[config.mk]
export PLATFORM = sky130hd
export DESIGN_NAME = neuron_mac_q88_flat
export DESIGN_NICKNAME = d
export VERILOG_FILES = /design/src/rtl/neuron_mac_q88_if.sv /design/src/rtl/neuron_mac_q88.sv /design/src/flat_wrapper.sv
export SDC_FILE = /design/constraint.sdc
export NUM_CORES = 1
export LEC_CHECK = 0
export ABC_AREA = 1
export CORE_MARGIN = 3
export CORE_UTILIZATION = 45
export CTS_CLUSTER_DIAMETER = 200
export CTS_CLUSTER_SIZE = 8
export DETAILED_ROUTE_END_ITERATION = 7
export HOLD_SLACK_MARGIN = 0.08
export SLEW_MARGIN = 15
export SYNTH_ARGS = -nofsm -noshare
export SYNTH_HDL_FRONTEND = slang
export SYNTH_SLANG_ARGS = --single-unit
[constraint.sdc]
create_clock -name clk -period 2.75 [get_ports clk]
set_clock_uncertainty 0.05 [all_clocks]
set_input_delay 0.55 -clock clk [delete_from_list [all_inputs] [get_ports clk]]
set_output_delay 0.55 -clock clk [all_outputs]
set_load 0.02 [all_outputs]
[src/rtl/neuron_mac_q88_if.sv]
// neuron_mac_q88_if
//   Handshake bundle between the weight/activation buffers, the MAC neuron
//   and the downstream sigmoid stage.
//
//   in_valid / in_ready        : beat handshake (activation, weight, bias)
//   in_data / in_weight        : signed Q8.8 activation and weight
//   in_bias                    : signed Q8.8 bias, used on the first beat only
//   out_valid / out_ready      : result handshake
//   out_data                   : signed Q8.8 saturated pre-activation
//   out_sat                    : out_data was clipped
//
//   master : the side that feeds beats and consumes results
//   slave  : the neuron itself
interface neuron_mac_q88_if #(
    parameter int DATA_WIDTH = 16
);
    logic                  in_valid;
    logic                  in_ready;
    logic [DATA_WIDTH-1:0] in_data;
    logic [DATA_WIDTH-1:0] in_weight;
    logic [DATA_WIDTH-1:0] in_bias;
    logic                  out_valid;
    logic                  out_ready;
    logic [DATA_WIDTH-1:0] out_data;
    logic                  out_sat;

    modport master (
        output in_valid, in_data, in_weight, in_bias, out_ready,
        input  in_ready, out_valid, out_data, out_sat
    );

    modport slave (
        input  in_valid, in_data, in_weight, in_bias, out_ready,
        output in_ready, out_valid, out_data, out_sat
    );
endinterface

[src/rtl/neuron_mac_q88.sv]
// neuron_mac_q88
//   Streaming multiply-accumulate neuron. Accepts N_INPUTS signed Q8.8
//   activation/weight beats plus a Q8.8 bias (taken from the first beat),
//   accumulates the dot product in an ACC_WIDTH accumulator, rounds half-up
//   back to Q8.8 and saturates. The result feeds the sigmoid stage directly.
//
//   clk   : rising-edge clock
//   reset : asynchronous, active-low reset
//   bus   : neuron_mac_q88_if.slave (in_* beat handshake, out_* result
//           handshake, out_sat clip flag)
module neuron_mac_q88 #(
    parameter int DATA_WIDTH  = 16,
    parameter int FRACT_WIDTH = 8,
    parameter int N_INPUTS    = 16,
    parameter int ACC_WIDTH   = 40
) (
    input logic              clk,
    input logic              reset,
    neuron_mac_q88_if.slave  bus
);

    localparam int PROD_WIDTH = 2 * DATA_WIDTH;
    localparam int CNT_WIDTH  = $clog2(N_INPUTS + 1);
    localparam int RND_WIDTH  = ACC_WIDTH - FRACT_WIDTH;

    localparam logic [2:0] IDLE  = 3'd0;
    localparam logic [2:0] ACCUM = 3'd1;
    localparam logic [2:0] DRAIN = 3'd2;
    localparam logic [2:0] ROUND = 3'd3;
    localparam logic [2:0] OUT   = 3'd4;

    localparam logic [CNT_WIDTH-1:0] LAST_COUNT = CNT_WIDTH'(N_INPUTS - 1);

    // Half an LSB of the Q8.8 result, expressed in accumulator units.
    localparam logic signed [ACC_WIDTH-1:0] HALF_LSB =
        {{(ACC_WIDTH - FRACT_WIDTH + 1){1'b0}}, 1'b1, {(FRACT_WIDTH - 1){1'b0}}};

    localparam logic signed [RND_WIDTH-1:0] MAX_R =
        {{(RND_WIDTH - DATA_WIDTH + 1){1'b0}}, {(DATA_WIDTH - 1){1'b1}}};
    localparam logic signed [RND_WIDTH-1:0] MIN_R =
        {{(RND_WIDTH - DATA_WIDTH + 1){1'b1}}, {(DATA_WIDTH - 1){1'b0}}};

    localparam logic [DATA_WIDTH-1:0] MAX_D = {1'b0, {(DATA_WIDTH - 1){1'b1}}};
    localparam logic [DATA_WIDTH-1:0] MIN_D = {1'b1, {(DATA_WIDTH - 1){1'b0}}};

    logic [2:0]                    state;
    logic signed [ACC_WIDTH-1:0]   acc;
    logic signed [PROD_WIDTH-1:0]  prod;
    logic                          prod_valid;
    logic [CNT_WIDTH-1:0]          count;
    logic signed [RND_WIDTH-1:0]   rnd_q;
    logic                          round_pending;
    logic [DATA_WIDTH-1:0]         out_data_q;
    logic                          out_sat_q;
    logic                          out_valid_q;

    logic                          accepting;
    logic                          beat;
    logic signed [DATA_WIDTH-1:0]  data_s;
    logic signed [DATA_WIDTH-1:0]  weight_s;
    logic signed [DATA_WIDTH-1:0]  bias_s;
    logic signed [PROD_WIDTH-1:0]  prod_next;
    logic signed [ACC_WIDTH-1:0]   prod_ext;
    logic signed [ACC_WIDTH-1:0]   bias_ext;
    logic signed [ACC_WIDTH-1:0]   acc_sum;
    logic signed [ACC_WIDTH-1:0]   acc_rounded;
    logic signed [RND_WIDTH-1:0]   rnd_next;
    logic [DATA_WIDTH-1:0]         sat_data;
    logic                          sat_flag;

    // in_ready is gated by the reset pin so it reads 0 while reset is held
    // and rises in the first cycle after release.
    assign accepting   = ((state == IDLE) || (state == ACCUM)) && reset;
    assign beat        = bus.in_valid && accepting;

    assign data_s      = bus.in_data;
    assign weight_s    = bus.in_weight;
    assign bias_s      = bus.in_bias;
    assign prod_next   = data_s * weight_s;

    assign prod_ext    = {{(ACC_WIDTH - PROD_WIDTH){prod[PROD_WIDTH-1]}}, prod};
    assign bias_ext    = {{(ACC_WIDTH - DATA_WIDTH - FRACT_WIDTH){bias_s[DATA_WIDTH-1]}},
                          bias_s, {FRACT_WIDTH{1'b0}}};
    assign acc_sum     = acc + prod_ext;

    // Round half up: add half an LSB, then an arithmetic shift floors.
    assign acc_rounded = acc + HALF_LSB;
    assign rnd_next    = RND_WIDTH'(acc_rounded >>> FRACT_WIDTH);

    // Clamp the registered rounded value into the Q8.8 range.
    always_comb begin
        sat_data = rnd_q[DATA_WIDTH-1:0];
        sat_flag = 1'b0;
        if (rnd_q > MAX_R) begin
            sat_data = MAX_D;
            sat_flag = 1'b1;
        end else if (rnd_q < MIN_R) begin
            sat_data = MIN_D;
            sat_flag = 1'b1;
        end
    end

    // Main sequencer. Products are registered one cycle before being added so
    // the multiplier and the wide adder sit in separate stages; DRAIN folds in
    // the final product. ROUND spends two cycles: the wide rounding add is
    // registered first, then the clamp compare produces the output, which
    // keeps the 40-bit carry chain off the saturation path.
    always_ff @(posedge clk or negedge reset) begin
        if (!reset) begin
            state         <= IDLE;
            acc           <= '0;
            prod          <= '0;
            prod_valid    <= 1'b0;
            count         <= '0;
            rnd_q         <= '0;
            round_pending <= 1'b0;
            out_data_q    <= '0;
            out_sat_q     <= 1'b0;
            out_valid_q   <= 1'b0;
        end else begin
            case (state)
                IDLE: begin
                    if (beat) begin
                        acc        <= bias_ext;
                        prod       <= prod_next;
                        prod_valid <= 1'b1;
                        count      <= CNT_WIDTH'(1);
                        state      <= (N_INPUTS == 1) ? DRAIN : ACCUM;
                    end
                end
                ACCUM: begin
                    if (prod_valid) begin
                        acc <= acc_sum;
                    end
                    if (beat) begin
                        prod       <= prod_next;
                        prod_valid <= 1'b1;
                        count      <= count + CNT_WIDTH'(1);
                        if (count == LAST_COUNT) begin
                            state <= DRAIN;
                        end
                    end else begin
                        prod_valid <= 1'b0;
                    end
                end
                DRAIN: begin
                    if (prod_valid) begin
                        acc <= acc_sum;
                    end
                    prod_valid    <= 1'b0;
                    round_pending <= 1'b0;
                    state         <= ROUND;
                end
                ROUND: begin
                    if (!round_pending) begin
                        rnd_q         <= rnd_next;
                        round_pending <= 1'b1;
                    end else begin
                        out_data_q    <= sat_data;
                        out_sat_q     <= sat_flag;
                        out_valid_q   <= 1'b1;
                        round_pending <= 1'b0;
                        state         <= OUT;
                    end
                end
                OUT: begin
                    if (bus.out_ready) begin
                        out_valid_q <= 1'b0;
                        acc         <= '0;
                        count       <= '0;
                        state       <= IDLE;
                    end
                end
                default: begin
                    state <= IDLE;
                end
            endcase
        end
    end

    assign bus.in_ready  = accepting;
    assign bus.out_valid = out_valid_q;
    assign bus.out_data  = out_data_q;
    assign bus.out_sat   = out_sat_q;

endmodule

[src/flat_wrapper.sv]
// flat-port wrapper written by rule: the top's interface ports become plain ports
module neuron_mac_q88_flat 
#(
    parameter int DATA_WIDTH  = 16,
    parameter int FRACT_WIDTH = 8,
    parameter int N_INPUTS    = 16,
    parameter int ACC_WIDTH   = 40
)
  (clk, reset, bus_in_valid, bus_in_data, bus_in_weight, bus_in_bias, bus_out_ready, bus_in_ready, bus_out_valid, bus_out_data, bus_out_sat);
  neuron_mac_q88_if #(.DATA_WIDTH(DATA_WIDTH)) bus_i ();
  input logic clk;
  input logic reset;
  input wire logic [$bits(bus_i.in_valid)-1:0] bus_in_valid;
  input wire logic [$bits(bus_i.in_data)-1:0] bus_in_data;
  input wire logic [$bits(bus_i.in_weight)-1:0] bus_in_weight;
  input wire logic [$bits(bus_i.in_bias)-1:0] bus_in_bias;
  input wire logic [$bits(bus_i.out_ready)-1:0] bus_out_ready;
  output wire logic [$bits(bus_i.in_ready)-1:0] bus_in_ready;
  output wire logic [$bits(bus_i.out_valid)-1:0] bus_out_valid;
  output wire logic [$bits(bus_i.out_data)-1:0] bus_out_data;
  output wire logic [$bits(bus_i.out_sat)-1:0] bus_out_sat;
  assign bus_i.in_valid = bus_in_valid;
  assign bus_i.in_data = bus_in_data;
  assign bus_i.in_weight = bus_in_weight;
  assign bus_i.in_bias = bus_in_bias;
  assign bus_i.out_ready = bus_out_ready;
  assign bus_in_ready = bus_i.in_ready;
  assign bus_out_valid = bus_i.out_valid;
  assign bus_out_data = bus_i.out_data;
  assign bus_out_sat = bus_i.out_sat;
  neuron_mac_q88 #(.DATA_WIDTH(DATA_WIDTH), .FRACT_WIDTH(FRACT_WIDTH), .N_INPUTS(N_INPUTS), .ACC_WIDTH(ACC_WIDTH)) u_core (.clk(clk), .reset(reset), .bus(bus_i));
endmodule
==> metrics.txt <==
Pre-antenna DRT Iters=6; area delta synth->final=33.86%; largest net degree at the start of global routing=128; distinct cell type count after synthesis=43; top-count cell post-synth=nand2_1; top cells by area, synth=fa_1, nand2_1, dfrtp_1; io pins=71; max_slew headroom=35.29%; Syn Std Cell Area=20420 µm²; clock latency at the later pin of the worst-skew pair=440 ps; Port-buffer cells=70; Max Cap Viol=0; post-DP HPWL=49.23 mm; Rows=77; die width=219.0 µm; final hold violations=0; Setup crit start kind=input pin; period utilization=191.0%; area share of the largest cell type after synthesis=25.78%; Syn Nets=3391; final net count=3703; main flop type after synthesis=dfrtp_1; Crit. End Element=flip-flop; status=complete, but fails checks; Worst Path Max Fanout=7; drc violations=0; Mapped Cells=2952; Req. time, crit path=3020 ps; RR Startpoint=u_core.prod[0]$_DFFE_PN0P_; f_max=0.1904 GHz; vias in the first global route=19.69k; DR iter-0 viols=1398; Seq cells post-synth=132; crit path kind=in2reg; DRT antenna net count=0; initial antenna violation count=0; largest area contributor in the netlist=fa_1; Die ar.=47970 µm²; final setup fails=28; Sink Count=132; Syn Area/Cell=6.918 µm²; TritonCTS clock tree=yes; CTS root buffer=clkbuf_16; final WL=64.33 mm; final design utilization=61.41%; CP Launch Point=bus_in_data[15]; Vias=19.29k; Tot GR Track Use=27.89%; routability cong.=0.9484; Synth warnings=0; RSZ-0062 raised after global routing=true; actual slew at the worst max-slew pin=969.5 ps; DR WL/cell=16.63 µm; first-pass GRT wire length=104.6 mm; sequential area share after synthesis=16.18%; Starting Density=45.88%; Finished Layout Cells=3869; CORE AREA=44510 µm²; crit path time final=5252 ps; Inst Count DP=3715; share of cells above drive strength 1=25.76%; number of flops mapped to enable cells by yosys=0; Antenna Cells=0; CTS buffer count=17; H-Tree Depth=4; HP Class=in2async; CTS max path bufs=2; vias per cell=4.987; setup ws final=-2502 ps; list of most frequent post-synthesis cells=nand2_1, inv_1, fa_1, nor2_1, dfrtp_1; violated checks=negative setup slack; Async SR Flop Fraction=100.0%; GRT overflow=0; Slew Limit Fails=0; Die Y-Extent=219.0 µm; crit path DAT=5530 ps; clk slew on worst S/H paths=70 ps
## state kept, by name (all words and copies together), names as in the netlist
register              cells
u_core.acc               40
u_core.bus.out_valid      1
u_core.bus.out_sat        1
u_core.count              5
u_core.prod_valid         1
u_core.state              3
u_core.round_pending      1
u_core.bus.out_data      16
u_core.prod              32
u_core.rnd_q             32
## placed cells by master (no fill, tap or decap), types with 75 or more instances in the layout
| cell type | Yosys | routed |
|---|---|---|
| nor2_1 | 199 | 166 |
| inv_1 | 704 | 589 |
| fa_1 | 263 | 229 |
| nand3_1 | 119 | 97 |
| buf_4 | 2 | 190 |
| ha_1 | 124 | 82 |
| nand2_2 | 25 | 75 |
| nand2_1 | 929 | 842 |
| inv_2 | 19 | 128 |
| dfrtp_1 | 132 | 132 |
## per-stage QoR
stage | hold WS, ps | cell area [µm²] | TNS, ps | setup slack (ps)
floorplan | 204.4 | 21720 | -61020 | -2666
global placement | 313.7 | 24100 | -84340 | -3442
detailed placement | 313.6 | 24100 | -85120 | -3478
CTS | 409.7 | 26740 | -60290 | -2470
global route | 399.0 | 27340 | -63980 | -2666
finish | 424.6 | 27340 | -59940 | -2502
## layer usage
layer | GRT usage [%] | vias to the layer above | share of wire (%)
li1 | - | 9325 | -
met1 | 39.59 | 9298 | 45
met2 | 43.99 | 586 | 45
met3 | 6.743 | 84 | 8.3
met4 | 4.947 | 0 | 1.5
met5 | 0 | - | 0
## critical path, cell delays in order
cell	delay [ps]
buf_12	110
buf_12	140
nand2_4	60
inv_2	40
fa_2	620
buf_6	120
fa_2	430
buf_12	160
buf_12	120
fa_1	490
fa_2	440
fa_1	490
inv_1	50
fa_1	510
inv_2	50
ha_4	330
nand2_4	90
nor2_4	100
inv_2	60
nor3_4	210
nand2_1	110
nand3_2	80
nand2_1	50
nand3_1	60
nand2_1	50
## final timing paths
check / end / slack (ps) / cells after the start
hold / removal: u_core.count[4]$_DFFE_PN0P_ / 420 / 2
hold reg to reg: u_core.bus.out_data[13]$_DFFE_PN0P_ / 430 / 2
max in group asynchronous: u_core.acc[24]$_DFFE_PN0P_ / 1300 / 3
setup reg to reg: u_core.acc[22]$_DFFE_PN0P_ / 270 / 13
setup / recovery: u_core.prod[26]$_DFFE_PN0P_ / -2500 / 25
min in group clk: u_core.bus.out_data[13]$_DFFE_PN0P_ / 430 / 2
## what timing repair did
action                                  CTS  global route
gates cloned                             17             0
gates resized for setup                 412           171
hold buffers                              1             0
pin swaps                               264           164
setup buffers                            87            24
hold endpoints to repair                  5             0
endpoints found under the setup margin   29            29
## kinds of logic after synthesis
logic type               after synthesis  synth area share [%]
AO/OA/AOI/OAI                        172                 4.522
XOR/XNOR                              49                 2.102
adder cells (fa/ha/maj)              387                 33.38
buffers and inverters                811                 15.26
flip-flops                           132                 16.18
AND/OR/NAND/NOR                     1401                 28.56
## final cells by class
| cell class | instances | area (µm²) |
|---|---|---|
| clock buffers | 17 | 425.4 |
| repair buffers | 379 | 4124 |
| well taps | 592 | 740.7 |
| clock inverters | 15 | 146.4 |
| inverters | 725 | 2741 |
| flip-flops and latches | 132 | 3303 |
| multi-input cells | 2009 | 15850 |
| fillers | 4049 | 17180 |
Power is not shown: default switching activity piles up to over one toggle a cycle in this logic, so the estimate is an artifact.
